**config.mk**
```make
export PLATFORM = sky130hd
export DESIGN_NAME = instr_loader
export DESIGN_NICKNAME = d
export VERILOG_FILES = /design/src/rtl/instr_loader_pkg.sv /design/src/rtl/imem_array.sv /design/src/rtl/instr_loader.sv
export SDC_FILE = /design/constraint.sdc
export NUM_CORES = 1
export LEC_CHECK = 0
export BUFFER_PORTS_ARGS = -buffer_cell sky130_fd_sc_hd__buf_4
export CORE_UTILIZATION = 50
export CTS_BUF_LIST = sky130_fd_sc_hd__clkbuf_16
export CTS_CLUSTER_SIZE = 40
export DETAILED_ROUTE_END_ITERATION = 7
export PLACE_DENSITY = 0.73
export SETUP_SLACK_MARGIN = 0.5
export SLEW_MARGIN = 15
export SYNTH_ARGS = -nofsm -noshare
export SYNTH_HDL_FRONTEND = slang
export SYNTH_SLANG_ARGS = --single-unit
```
**constraint.sdc**
```tcl
create_clock -name origclk -period 2.55 [get_ports origclk]
set_input_delay 0.51 -clock origclk [delete_from_list [all_inputs] [get_ports origclk]]
set_output_delay 0.51 -clock origclk [all_outputs]
set_load 0.02 [all_outputs]
```
**src/rtl/instr_loader_pkg.sv**
```systemverilog
`default_nettype none
// ============================================================================
// Module      : instr_loader_pkg
// Description : Shared types and constants for the run-time instruction loader.
// Revision    : 1.0 - initial release
// ============================================================================
package instr_loader_pkg;

    typedef enum logic [1:0] {
        IDLE = 2'd0,
        LOAD = 2'd1,
        RUN  = 2'd2
    } state_t;

    localparam logic [7:0] C_FILL_INSTR = 8'b11000011;

    // Opcode field of an instruction byte, for debug decode
    localparam int C_OPCODE_MSB = 7;
    localparam int C_OPCODE_LSB = 6;

    function automatic logic [1:0] opcode_of(input logic [7:0] instr);
        return instr[C_OPCODE_MSB:C_OPCODE_LSB];
    endfunction

endpackage
`default_nettype wire

```
**src/rtl/imem_array.sv**
```systemverilog
`default_nettype none
// ============================================================================
// Module      : imem_array
// Description : DEPTH x 8 register file, one synchronous write port and one
//               asynchronous read port. Address range checking is external.
// Revision    : 1.0 - initial release
// ============================================================================
module imem_array #(
    parameter int DEPTH = 32,
    parameter int AW    = 5
) (
    input  logic          clk,
    input  logic          we,
    input  logic [AW-1:0] waddr,
    input  logic [7:0]    wdata,
    input  logic [AW-1:0] raddr,
    output logic [7:0]    rdata
);

    logic [7:0] r_mem [DEPTH];

    always_ff @(posedge clk) begin
        if (we) begin
            r_mem[waddr] <= wdata;
        end
    end

    assign rdata = r_mem[raddr];

endmodule
`default_nettype wire

```
**src/rtl/instr_loader.sv**
```systemverilog
`default_nettype none
// ============================================================================
// Module      : instr_loader
// Description : Writable instruction store loaded over a valid/ready byte
//               stream; holds the core in reset while a program is loading.
//               Optional macro INSTR_LOADER_CHECKSUM_EN: the last beat is an
//               XOR checksum of the stored bytes instead of program data.
// Revision    : 1.0 - initial release
// ============================================================================
module instr_loader
    import instr_loader_pkg::*;
#(
    parameter int         DEPTH      = 32,
    parameter logic [7:0] FILL_INSTR = C_FILL_INSTR
) (
    input  logic       origclk,
    input  logic       reset,
    input  logic       load_start,
    input  logic       load_valid,
    input  logic [7:0] load_data,
    input  logic       load_last,
    output logic       load_ready,
    input  logic [7:0] pc,
    output logic [7:0] instruction,
    output logic       cpu_hold,
    output logic [7:0] loaded_count,
    output logic       load_error
);

    localparam int            AW      = (DEPTH > 1) ? $clog2(DEPTH) : 1;
    localparam int            CW      = 9;
    localparam logic [CW-1:0] C_DEPTH = CW'(DEPTH);

    state_t        r_state;
    state_t        w_state_nxt;
    logic [CW-1:0] r_count;
    logic          r_error;
    logic          w_accept;
    logic          w_full;
    logic          w_store;
    logic          w_in_range;
    logic [7:0]    w_rdata;

    assign w_accept = load_valid & load_ready;
    assign w_full   = (r_count == C_DEPTH);

`ifdef INSTR_LOADER_CHECKSUM_EN
    logic [7:0] r_csum;

    // The checksum beat itself is never written into the array
    assign w_store = w_accept & ~load_start & ~load_last & ~w_full;
`else
    assign w_store = w_accept & ~load_start & ~w_full;
`endif

    always_ff @(posedge origclk or posedge reset) begin
        if (reset) begin
            r_state <= IDLE;
        end else begin
            r_state <= w_state_nxt;
        end
    end

    always_comb begin
        w_state_nxt = r_state;
        load_ready  = (r_state == LOAD);
        cpu_hold    = (r_state != RUN);
        if (load_start) begin
            w_state_nxt = LOAD;
        end else if (w_accept && load_last) begin
`ifdef INSTR_LOADER_CHECKSUM_EN
            w_state_nxt = (r_csum == load_data) ? RUN : IDLE;
`else
            w_state_nxt = RUN;
`endif
        end
    end

    always_ff @(posedge origclk or posedge reset) begin
        if (reset) begin
            r_count <= '0;
            r_error <= 1'b0;
`ifdef INSTR_LOADER_CHECKSUM_EN
            r_csum  <= '0;
`endif
        end else if (load_start) begin
            r_count <= '0;
            r_error <= 1'b0;
`ifdef INSTR_LOADER_CHECKSUM_EN
            r_csum  <= '0;
`endif
        end else if (w_accept) begin
`ifdef INSTR_LOADER_CHECKSUM_EN
            if (load_last) begin
                if (r_csum != load_data) begin
                    r_error <= 1'b1;
                    r_count <= '0;
                end
            end else if (w_full) begin
                r_error <= 1'b1;
            end else begin
                r_count <= r_count + 1'b1;
                r_csum  <= r_csum ^ load_data;
            end
`else
            if (w_full) begin
                r_error <= 1'b1;
            end else begin
                r_count <= r_count + 1'b1;
            end
`endif
        end
    end

    imem_array #(
        .DEPTH (DEPTH),
        .AW    (AW)
    ) u_imem_array (
        .clk   (origclk),
        .we    (w_store),
        .waddr (r_count[AW-1:0]),
        .wdata (load_data),
        .raddr (pc[AW-1:0]),
        .rdata (w_rdata)
    );

    assign w_in_range  = ({1'b0, pc} < r_count);
    assign instruction = ((r_state == RUN) && w_in_range) ? w_rdata : FILL_INSTR;

    // A full 256-byte program saturates the 8-bit count report at 255
    assign loaded_count = r_count[CW-1] ? 8'hFF : r_count[7:0];
    assign load_error   = r_error;

endmodule
`default_nettype wire

```
Word-level counts from Yosys, hierarchy flattened
Memory sizes are Yosys's and may differ from the RTL's.
Index checks and enable logic that the tools add are counted.
- register bits after elaboration: 12
- RAM bits: 256
- output and inout bits: 19
- word-level logic and storage cells: 35
- memories kept: 1
- $add $sub $neg: 1
- order comparisons: 1
- eq/ne operators: 5
- muxes and demuxes: 12
- bitwise logic cells: 5
- reductions and logical operators: 7
- memory list (name ; depth ; width ; rd ports ; clocked after Yosys merged registers in ; write ports ; RTL line ; RTL):
    u_imem_array.r_mem ; 32 ; 8 ; 1 ; 0 ; 1 ; imem_array.sv:20 ; logic [7:0] r_mem [DEPTH];
- operator list (kind ; number):
    two-way mux 9 bit ; 3
    two-way mux 8 bit ; 2
    adder 9 x 1 -> 9 bit, second input constant ; 1
    == test 9 x 6 -> 1 bit, second input constant ; 1
    < comparator 8 x 9 -> 1 bit ; 1
    nonzero test 2 bit ; 3
    two-way mux 1 bit ; 5
    two-way mux 2 bit ; 2
    inequality test 2 bit, second input constant ; 2
    AND reduction 2 bit ; 2
    bitwise AND 1 bit ; 3
    == test 2 x 1 -> 1 bit, second input constant ; 1
    == test 2 bit, second input constant ; 1
    logical AND 1 bit ; 2
    NOT 1 bit ; 2

Depth between registers and ports, before layout
Gate-level depths: netlist of run 1.
- depth after elaboration: 6
- depth in mapped cells: 8
- mapped depth without buffers: 7

Cells and area by module
A second synthesis of run 1 with hierarchy kept.
- cells, all modules: 516
- area total of the unflattened synthesis: 10832.9 µm²
- by module, submodules not included (module ; instances ; cells an instance ; area each (µm²) ; sequential area each (µm²)):
    imem_array ; 1 ; 409 ; 9893.2 ; 7687.4
    instr_loader ; 1 ; 107 ; 939.7 ; 300.3

Least setup slack after synthesis of run 1
OpenSTA, ideal clock, no wires.
- path kind: input to output
- start point: in pc[0]
- end point: out instruction[0]
- arrival time: 2.022 ns
- data required time: 2.040 ns
- setup slack: 0.018 ns
- stages: 5
- buffers on the path: 2
- cells stage by stage: buf_6 > buf_6 > mux4_2 > o22ai_1 > o41ai_1
- cells in the longest elaborated chain, start to end: 3
- elaborated cells on any way between the ends: 4
- classes of those cells: 1 x order compare; 1 x mux; 1 x reduce/logical; 1 x memory
- RTL lines (what ; RTL line ; RTL):
    start: declaration ; instr_loader.sv:23 ; input logic [7:0] pc,
    < comparator 8 x 9 -> 1 bit ; instr_loader.sv:127 ; assign w_in_range = ({1'b0, pc} < r_count);
    logical AND 1 bit ; instr_loader.sv:128 ; assign instruction = ((r_state == RUN) && w_in_range) ? w_rdata : FILL_INSTR;
    two-way mux 8 bit (*) ; instr_loader.sv:128 ;
    end: declaration ; instr_loader.sv:24 ; output logic [7:0] instruction,
Every way passes the cells marked *; elsewhere a longest branch is shown, timed or not.

Worst setup path in the final report of run 1
- start point: reg r_count[4]
- end point: out instruction[0]
- cells in the longest elaborated chain, start to end: 3
- RTL lines (what ; RTL line ; RTL):
    start: declaration ; instr_loader.sv:36 ; logic [CW-1:0] r_count;
    start signal: assignment ; instr_loader.sv:109 ; r_count <= r_count + 1'b1;
    < comparator 8 x 9 -> 1 bit ; instr_loader.sv:127 ;
    logical AND 1 bit ; instr_loader.sv:128 ;
    two-way mux 8 bit ; instr_loader.sv:128 ;
Every way passes these cells.

==> metrics.yaml, run 1 <==
sta:
  skew_ns: 0.00962
  holdWs_ns: -0.00642
  rsz0062_at_grt: "true"
  slew_violations: 0
  period_minus_slack_ns: 2.92
  relSlewSlack_pct: 64.0
  fin_crit_sh_pct: 114
  finalWorstSetupSlack_ns: -0.367
  fmax_mhz: 343
  tightest_slew_ns: 0.539
  setup_viol: 8
  hold_viol: 8
setup_path:
  crit_path_start_kind: "flip-flop"
  timing.rr.end: "u_imem_array.r_mem[0][1]"
  cp_max_fo: 8
  worstSetupEndpointType: "output pin"
  worstPathArrival_ns: 2.41
  cp.required_ns: 2.04
  timing.rr.start: "r_count[1]"
  reg2reg_depth: 9
  cp-startpoint: "r_count[4]"
  critPathKind: "flip-flop to output pin"
  crit_path_end: "instruction[0]"
  rrSetupSlack_ns: 0.16
floorplanning:
  rows: 53
  die_w_um: 149
  io-pin-count: 40
  core_area_um2: 21200
  die_height_um: 149
  dieArea_um2: 22200
  start_util_pct: 51.2
pwr:
  power_density_nw_per_um2: 701
  p_leak_nw: 4.32
  p_total_mw: 9.20
  ir_drop_v: 0.000731
clock_network:
  cts-root-buf: "clkbuf_16"
  ctsHoldBuffers: 0
  cts_num_sinks: 268
  clockBufferDepth: 3
  cts_buffers: 27
  cts_tree: "built"
  h-tree-depth: 1
  clk_latency_ns: 0.53
  path_clk_slew_ns: 0.07
synthesis:
  ys_ff_latch: 268
  avgSynthCellArea_um2: 18.8
  synthCells: 576
  ys.flop_type: "edfxtp_1"
  ys_types: 46
  synth-edff-count: 256
  ys_seq_area_share_pct: 73.8
  syn_nets: 608
  syn_area_um2: 10800
  async_flop_share_pct: 4.48
  ys_warn_count: 0
route:
  wl_per_cell_um: 24.6
  drtIter0Drc: 570
  wl_um: 23900
  vias: 5891
  drtPass1Iterations: 5
  via_per_inst: 6.05
  drc: 0
  antenna_left: 0
place:
  hpwl_um: 15700
  placed_cells: 918
  port_buffers: 39
  pre_cts_ws_ns: -0.298
  gp_congestion: 0.833
layout:
  final_util_pct: 62.0
  final_cell_mix: "256 x edfxtp_1, 84 x buf_4, 60 x mux4_2"
  drive_gt1_share_pct: 36.9
  area_delta_synth_final_pct: 21.2
  fin_nets: 711
  seq_area_um2: 7990
  final_common_cell: "edfxtp_1"
  antennaDiodeCount: 0
  fin_cells: 974
  multi_input_area_um2: 3030
  fillers: 1443
global_routing:
  grt_pass1_vias: 6199
  grt_pass1_wl_um: 36300
  grt_max_degree: 33
  grtUsageTotal_pct: 22.5
  grt_overflow_total: 0
  antenna_found_initial: 0
run_status:
  status: "finished with violations"
  violations: "hold timing, setup timing"
worst_hold_path:
  hold_path_class: "primary input to asynchronous set/reset pin"
flow_run:
  max_cap_violations: 0
==> layout make-up <==
cell class,count,area share (%)
flip-flops and latches,268,60.9
inverters,13,0.400
clock buffers,27,5.15
multi-input cells,270,23.1
clock inverters,22,1.26
well taps,275,2.62
repair buffers,99,6.63
==> routing by layer <==
metal	vias up	wire length, µm	global-route usage (%)
met5	-	0	0
met4	0	811	8.32
met3	58	1670	4.62
met2	245	11900	37.2
met1	3043	9520	29.7
li1	2545	-	-
==> worst min path at each step <==
stage	slack, ns	depth (start not counted)	end	startpoint
global placement	0.50	2	load_error	load_error
floorplan	0.37	1	load_error	reset
global route	0.02	2	r_count[5]	reset
CTS	0.001	2	r_count[5]	reset
detailed placement	0.52	2	load_error	load_error
finish	-0.006	2	r_count[5]	reset
==> critical path, stage by stage (launching register included) <==
cell and delay (ns):
dfrtp_1 0.37, clkinv_2 0.10, ha_4 0.23, a21oi_2 0.13
nand4b_1 0.15, a21oi_2 0.08, a311oi_2 0.24, buf_6 0.20
o41ai_2 0.09, buf_4 0.14, buf_4 0.15
==> registers in the layout, summed over array words and instances, names as in the netlist <==
signal,count
u_imem_array.r_mem,256
r_count,9
r_state,2
load_error,1
==> power breakdown <==
group | switching [mW] | total, mW | internal (mW)
registers | 0.00762 | 4.84 | 4.84
logic | 0.339 | 0.591 | 0.252
clock network | 1.63 | 3.76 | 2.13
==> synth_stat cells, drive strengths merged (2+ instances only) <==
cell | n | area, µm²
dfrtp | 12 | 300
inv | 8 | 30.0
nand3 | 15 | 75.1
nor2b | 3 | 18.8
edfxtp | 256 | 7690
o41ai | 2 | 17.5
nor3 | 5 | 25.0
nand2b | 5 | 31.3
nand3b | 3 | 22.5
buf | 16 | 129
xnor2 | 8 | 70.1
o31ai | 3 | 22.5
nor2 | 52 | 195
ha | 11 | 138
nand4 | 12 | 75.1
a31oi | 4 | 25.0
mux2i | 6 | 60.1
a21oi | 7 | 35.0
clkinv | 5 | 18.8
o22ai | 16 | 100
and4 | 4 | 35.0
clkbuf | 9 | 33.8
mux4 | 60 | 1350
nand2 | 35 | 161
==> metrics by stage <==
step / setup TNS, ns / instance area [µm²]
floorplan: 0 / 11000
global placement: -1.71 / 11900
detailed placement: -1.89 / 11900
CTS: -2.54 / 13100
global route: -3.25 / 13100
finish: -2.74 / 13100
==> cell families after synthesis <==
kind of cell | count (synthesis) | share of synthesized area [%]
fa+ha+maj | 11 | 1.27
buf+inv | 38 | 1.95
simple gates | 141 | 6.46
xor+xnor | 8 | 0.647
flops | 268 | 73.8
compound gates | 43 | 2.74
mux | 67 | 13.1
==> what timing repair did <==
action / 4_1_cts / 5_1_grt
gates resized for setup: 52 / 5
buffers inserted: 6 / 1
setup endpoints to repair: 270 / 280
pin swaps: 30 / 1
No activity file was read; power rests on OpenSTA's default activity.
==> run 2, diff against run 1 <==
- ABC_AREA: default -> 1
- PLACE_DENSITY: 0.73 -> 0.72
==> run 2 against run 1 <==
Against the previous run: the run ends with setup timing left; final cell count up 52%; sequential power is essentially flat; non-clock buffer count increased by 29; register-to-register slack improved by 0.25 ns; sequential share of layout area is 3.3 points lower; combinational power up 12%; sequential cell count stayed put.
==> metrics.yaml, run 2 <==
run_status:
  status: "finished with violations"
  violations: "setup timing"
route:
  vias: 8097  # +37%
  wl_per_cell_um: 18.7  # -24%
  antenna_left: 0  # unchanged
  drtPass1Iterations: 6  # +1
  drc: 0  # unchanged
  via_per_inst: 5.46  # -9.7%
  wl_um: 27800  # +16%
  drtIter0Drc: 754  # +32%
setup_path:
  critPathKind: "flip-flop to output pin"
  cp_max_fo: 8  # unchanged
  rrSetupSlack_ns: 0.41  # +0.25 ns
  worstSetupEndpointType: "output pin"
  timing.rr.end: "u_imem_array.r_mem[19][1]"
  reg2reg_depth: 11  # +2
  cp_slowest_cell: "dfrtp_1"
  cp.required_ns: 2.04  # about the same
  timing.rr.start: "r_count[0]"
  slowest_delay_ns: 0.41  # +0.04 ns
  cpMostUsedCell: "nor2_4"
  crit_path_start_kind: "flip-flop"
  crit_cells: 10  # unchanged
  path_delay_family: "flip-flops"
  crit_buf_inv: 3  # -1
  worstPathArrival_ns: 2.18  # -0.23 ns
  crit_path_cell_trace: "inv_2, ha_4, a21oi_2, o21a_1, nand3_2, nor2_4, buf_12, nand2_2, nor2_4, buf_6"
  cp-startpoint: "r_count[6]"
  crit_path_end: "instruction[5]"
synthesis:
  avgSynthCellArea_um2: 10.7  # -43%
  synth-compound-area-share_pct: 1.50  # -1.2 points
  ys_warn_count: 0  # unchanged
  synth-edff-count: 256  # unchanged
  syn_nets: 1107  # +82%
  async_flop_share_pct: 4.48  # unchanged
  synth.area.mux_share_pct: 0  # -13 points
  ys_types: 25  # -46%
  ys_seq_area_share_pct: 69.3  # -4.5 points
  synth_fa_ha_area_share_pct: 1.19  # -0.078 points
  ys.flop_type: "edfxtp_1"
  synthCells: 1075  # +87%
  synth-xor-area-share_pct: 0.0759  # -0.57 points
  ys_ff_latch: 268  # unchanged
  synth_top_area_share_pct: 66.7  # -4.4 points
  synthTopCellsByArea: "edfxtp_1 67%, nand2_1 12%, nand3_1 8.5%"
  syn_area_um2: 11500  # +6.5%
  synth_top_area_cell: "edfxtp_1"
  synth_top_family_by_area: "simple AND/OR/NAND/NOR gates"
  yosys.area_share.simple_pct: 23.4  # +17 points
  yosys.cell_count.top_type: "nand2_1"
  synthTopCellsByCount: "379 x nand2_1, 256 x edfxtp_1, 197 x nand3_1, 63 x nor2_1, 58 x inv_1"
pwr:
  power_density_nw_per_um2: 681  # -2.8%
  p_leak_nw: 5.51  # +28%
  ir_drop_v: 0.000522  # -29%
  p_total_mw: 9.44  # +2.6%
worst_hold_path:
  holdCritStartpoint: "load_start"
  hold_path_class: "primary input to flip-flop"
global_routing:
  grt_max_degree: 47  # +42%
  grt_pass1_vias: 7827  # +26%
  antenna_found_initial: 0  # unchanged
  grtUsageTotal_pct: 23.9  # +1.4 points
  grt_overflow_total: 0  # unchanged
  grt_pass1_wl_um: 43100  # +19%
sta:
  finalWorstSetupSlack_ns: -0.136  # +0.231 ns
  fmax_mhz: 372  # +8.6%
  hold_viol: 0  # -8
  setup_viol: 8  # unchanged
  skew_ns: 0.0166  # +0.00696 ns
  fin_crit_sh_pct: 105  # -9.1 points
  rsz0062_at_grt: "true"
  tightest_slew_ns: 0.491  # -0.0483 ns
  period_minus_slack_ns: 2.69  # -0.231 ns
  holdWs_ns: 0.153  # +0.160 ns
  slew_violations: 0  # unchanged
  relSlewSlack_pct: 67.3  # +3.3 points
place:
  port_buffers: 39  # unchanged
  placed_cells: 1417  # +54%
  place_area_um2: 12600  # +5.8%
  pre_cts_ws_ns: 0.0409  # +0.339 ns
  gp_congestion: 0.838  # +0.56%
  hpwl_um: 16700  # +6.9%
layout:
  largest_reg_flops: 256  # unchanged
  fin_cells: 1482  # +52%
  final_common_cell: "nand2_1"
  fin_nets: 1208  # +70%
  fillers: 1697  # +18%
  antennaDiodeCount: 0  # unchanged
  top_regs: "u_imem_array.r_mem: 256 flops, r_count: 9 flops, r_state: 2 flops"
  drive_gt1_share_pct: 18.1  # -19 points
  max_flop_register: "u_imem_array.r_mem"
  final_cell_mix: "374 x nand2_1, 256 x edfxtp_1, 192 x nand3_1"
  final_cell_area_um2: 13900  # +5.6%
  area_delta_synth_final_pct: 20.2
clock_network:
  cts_tree: "built"
  clk_latency_ns: 0.55  # +0.02 ns
  cts-root-buf: "clkbuf_16"
  h-tree-depth: 1  # unchanged
  clockBufferDepth: 3  # unchanged
  cts_num_sinks: 268  # unchanged
  cts_buffers: 27  # unchanged
  path_clk_slew_ns: 0.06  # about the same
floorplanning:
  die_w_um: 154  # +3.2%
  io-pin-count: 40  # unchanged
  core_area_um2: 22600  # +7.0%
  start_util_pct: 50.9  # -0.23 points
  dieArea_um2: 23700  # +6.5%
  die_height_um: 154  # +3.2%
  rows: 55  # +3.8%
flow_run:
  max_cap_violations: 0  # unchanged
[run 2: report_power, final]
group | leakage, nW | internal, mW | switching [mW] | total, mW
Combinational | 2.59 | 0.213 | 0.446 | 0.659
Sequential | 2.46 | 4.84 | 0.00595 | 4.84
Clock | 0.451 | 2.26 | 1.68 | 3.94
[run 2: timing repair]
item / 4_1_cts / 5_1_grt
pin swaps: 7 / 8
endpoints found under the setup margin: 264 / 264
cloned: 0 / 0
hold buffers: 1 / 0
gates resized for setup: 43 / 16
endpoints found under the hold margin: 3 / 0
setup buffers: 8 / 6
[run 2: kinds of logic (layout without fill, tap and decap cells)]
group           Yosys count  in the layout
flops                   268            268
xor+xnor                  1              1
buf+inv                 117            239
compound gates           32             32
simple gates            646            646
fa+ha+maj                11             11
[run 2: how the worst min path moves through the flow]
stage / end / slack, ns / cells past startpoint
floorplan: load_error / 0.37 / 1
global placement: r_state[0] / 0.46 / 2
detailed placement: r_state[0] / 0.48 / 2
CTS: load_error / 0.14 / 2
global route: load_error / 0.15 / 2
finish: load_error / 0.15 / 2
[run 2: area by class of cell]
cell class	count	area [µm²]	share of cell area, %
clock inverters	23	213	1.53
multi-input cells	690	3210	23.1
inverters	61	230	1.66
repair buffers	128	1190	8.60
clock buffers	27	676	4.87
flip-flops and latches	268	7990	57.6
well taps	285	357	2.57
[run 2: worst register-to-register path, stage by stage, from the launching register on]
cell     delay [ns]
dfrtp_1        0.35
inv_1          0.13
ha_1           0.24
nand2_1        0.08
nor2_1         0.05
nand4_1        0.12
nand2_2        0.11
nor2_4         0.18
buf_4          0.15
nand2_4        0.12
nor2_1         0.13
buf_4          0.20
[run 2: metrics by stage]
| step | util [%] | TNS [ns] |
|---|---|---|
| floorplan | - | 0 |
| global placement | 55.7 | 0 |
| detailed placement | 55.7 | 0 |
| CTS | 60.7 | -1.09 |
| global route | 61.2 | -1.36 |
| finish | 61.2 | -0.954 |
[run 2: layer usage]
layer | share of wire [%] | global-route usage [%] | wire length (µm) | vias to the layer above
met2 | 47 | 38.3 | 13000 | 346
met3 | 7.8 | 4.40 | 2160 | 59
met4 | 2.7 | 8.62 | 736 | 0
met1 | 43 | 32.9 | 11800 | 3837
li1 | - | - | - | 3855
met5 | 0 | 0 | 0 | -
==> run 3, diff against run 2 <==
- SYNTH_HIERARCHICAL: default -> 1
==> run 3 against run 2 <==
Against the previous run: the flow still finishes with violations (setup timing); clock skew down 0.0074 ns; hold slack lost 0.14 ns; global-route usage is 1.1 points lower; sequential share of layout area is 0.27 points higher; core utilization shrank 0.63 points; final cell count increased by 0.61%; setup slack better by 0.069 ns; count of clock-buffer cells in the layout unchanged; first-iteration DRC count fell by 0.27%.
==> metrics.yaml, run 3 <==
route:
  drtIter0Drc: 752  # -0.27%
  wl_per_cell_um: 18.0  # -3.9%
  antenna_left: 0  # unchanged
  via_per_inst: 5.41  # -0.92%
  vias: 8071  # -0.32%
  wl_um: 26800  # -3.3%
  drc: 0  # unchanged
  drtPass1Iterations: 7  # +1
sta:
  relSlewSlack_pct: 66.2  # -1.0 points
  holdWs_ns: 0.0104  # -0.143 ns
  finalWorstSetupSlack_ns: -0.0673  # +0.0686 ns
  skew_ns: 0.00920  # -0.00738 ns
  period_minus_slack_ns: 2.62  # -0.0686 ns
  slew_violations: 0  # unchanged
  fin_crit_sh_pct: 103  # -2.7 points
  fmax_mhz: 382  # +2.6%
  fin_setup_tns_ns: -0.314  # +0.640 ns
  rsz0062_at_grt: "true"
  tightest_slew_ns: 0.506  # +0.0155 ns
  setup_viol: 6  # -2
  hold_viol: 0  # unchanged
setup_path:
  worstSetupEndpointType: "output pin"
  cp_max_fo: 5  # -3
  critPathKind: "flip-flop to output pin"
  worstPathArrival_ns: 2.11  # -0.07 ns
  crit_path_cell_trace: "inv_2, ha_4, clkinv_4, nor2_2, nand2_1, nand3_2, nor2_4, nand3_4, nor2_4, buf_6"
  crit_path_start_kind: "flip-flop"
  cp.required_ns: 2.04  # about the same
  cp_slowest_cell: "dfrtp_1"
  cpMostUsedCell: "nor2_4"
  slowest_delay_ns: 0.39  # -0.02 ns
clock_network:
  cts_num_sinks: 268  # unchanged
  path_clk_slew_ns: 0.06  # about the same
  ctsHoldBuffers: 0  # -1
  cts_tree: "built"
  clk_latency_ns: 0.52  # -0.03 ns
  cts-root-buf: "clkbuf_16"
  cts_buffers: 26  # -3.7%
  h-tree-depth: 1  # unchanged
  clockBufferDepth: 3  # unchanged
synthesis:
  async_flop_share_pct: 4.48  # unchanged
  ys_types: 25  # unchanged
  synthCells: 1076  # +0.093%
  synthTopCellsByCount: "420 x nand2_1, 256 x edfxtp_1, 209 x nand3_1, 48 x nor2_1, 37 x inv_1"
  yosys.cell_count.top_type: "nand2_1"
  synth_top_area_cell: "edfxtp_1"
  avgSynthCellArea_um2: 10.9  # +1.3%
  syn_area_um2: 11700  # +1.4%
  ys_warn_count: 6  # +6
  synthTopCellsByArea: "edfxtp_1 66%, nand2_1 13%, nand3_1 8.9%"
  ys.flop_type: "edfxtp_1"
  ys_seq_area_share_pct: 68.3  # -0.94 points
  synth-edff-count: 256  # unchanged
  ys_ff_latch: 268  # unchanged
  synth_top_area_share_pct: 65.7  # -0.91 points
  syn_nets: 1106  # -0.090%
global_routing:
  grtUsageTotal_pct: 22.9  # -1.1 points
  grt_pass1_wl_um: 42200  # -2.0%
  grt_overflow_total: 0  # unchanged
  grt_max_degree: 65  # +38%
  antenna_found_initial: 0  # unchanged
  grt_pass1_vias: 7797  # -0.38%
layout:
  antennaDiodeCount: 0  # unchanged
  drive_gt1_share_pct: 18.1  # -0.047 points
  largest_reg_flops: 256  # unchanged
  final_util_pct: 60.6  # -0.63 points
  final_common_cell: "nand2_1"
  fillers: 1785  # +5.2%
  area_delta_synth_final_pct: 18.1
  top_regs: "u_imem_array/r_mem: 256 flops, r_count: 9 flops, r_state: 2 flops"
  final_cell_mix: "417 x nand2_1, 256 x edfxtp_1, 203 x nand3_1"
  fin_nets: 1194  # -1.2%
  max_flop_register: "u_imem_array/r_mem"
run_status:
  status: "finished with violations"
  violations: "setup timing"
floorplanning:
  die_height_um: 155  # +0.68%
  die_w_um: 155  # +0.68%
  core_area_um2: 22800  # +0.61%
  rows: 55  # unchanged
  start_util_pct: 51.3  # +0.39 points
  io-pin-count: 40  # unchanged
  dieArea_um2: 24000  # +1.4%
place:
  port_buffers: 39  # unchanged
  pre_cts_ws_ns: -0.0293  # -0.0702 ns
  gp_congestion: 0.842  # +0.49%
  hpwl_um: 16300  # -2.8%
worst_hold_path:
  hold_path_class: "primary input to asynchronous set/reset pin"
pwr:
  power_density_nw_per_um2: 655  # -3.9%
  p_leak_nw: 5.35  # -2.8%
  ir_drop_v: 0.000605  # +16%
flow_run:
  max_cap_violations: 0  # unchanged
-- run 3: cell types whose count changed after synthesis, moves of 7 or more --
cell / previous run / this run
buf_4: 16 / 4
a21oi_1: 12 / 3
nand3_1: 197 / 209
buf_6: 1 / 24
inv_1: 58 / 37
nor2_1: 63 / 48
nand4_1: 1 / 8
o21ai_0: 17 / 0
nand2_1: 379 / 420
-- run 3: what timing repair did --
item                                    CTS  global route
endpoints found under the setup margin  264           264
setup buffers                             2             1
resized for setup                        75            23
pin swaps                                21            12
gates cloned                              0             1
-- run 3: where the power goes --
part / internal [mW] / switching, mW
combinational: 0.221 / 0.461
sequential: 4.84 / 0.00681
clock: 1.99 / 1.52
-- run 3: worst paths after layout --
kind,start,endpoint,slack [ns],depth (start not counted)
min in group origclk,load_start,r_state[1],0.23,2
setup / recovery,r_count[7],instruction[3],-0.07,10
max in group asynchronous,reset,r_count[0],2.16,2
hold / removal,reset,load_error,0.01,2
setup reg to reg,r_count[0],u_imem_array/r_mem[13][0],0.57,12
hold reg to reg,load_error,load_error,0.50,2
-- run 3: cells by family (layout without fill, tap and decap cells) --
group,count (synthesis),count (layout),share of synthesized area [%]
AOI/OAI and AO/OA,4,4,0.193
and+or+nand+nor,697,697,25.4
DFF,268,268,68.3
xor gates and xnor gates,3,3,0.225
buffers and inverters,95,197,4.88
adders and majority gates,9,9,0.963
-- run 3: through the flow --
stage          power, mW  area (µm²)  std cells
6_report            9.04       13800       1491
5_1_grt             9.33       13800       1491
4_1_cts             9.07       13700       1489
3_5_place_dp        5.57       12600       1445
3_3_place_gp        5.56       12600       1445
2_1_floorplan       5.33       11700       1076
-- run 3: area by class of cell --
| type | instances | area [µm²] | area share [%] |
|---|---|---|---|
| clock buffers | 27 | 676 | 4.89 |
| clock inverters | 15 | 98.8 | 0.716 |
| well taps | 313 | 392 | 2.84 |
| multi-input cells | 713 | 3340 | 24.2 |
| repair buffers | 112 | 1130 | 8.17 |
| flip-flops and latches | 268 | 7990 | 57.9 |
| inverters | 43 | 176 | 1.28 |
-- run 3: critical path: cells and delay by family (launching register included) --
family / cells / cell delay, ns
adder cells (fa/ha/maj): 1 / 0.21
buffers and inverters: 3 / 0.27
flip-flops: 1 / 0.39
AND/OR/NAND/NOR: 6 / 0.72
-- run 3: per-layer routing --
layer  share of wire, %  global-route usage, %
met1                 41                   31.5
met2                 48                   38.2
met5                  0                      0
met3                8.1                   3.45
met4                2.3                   6.03
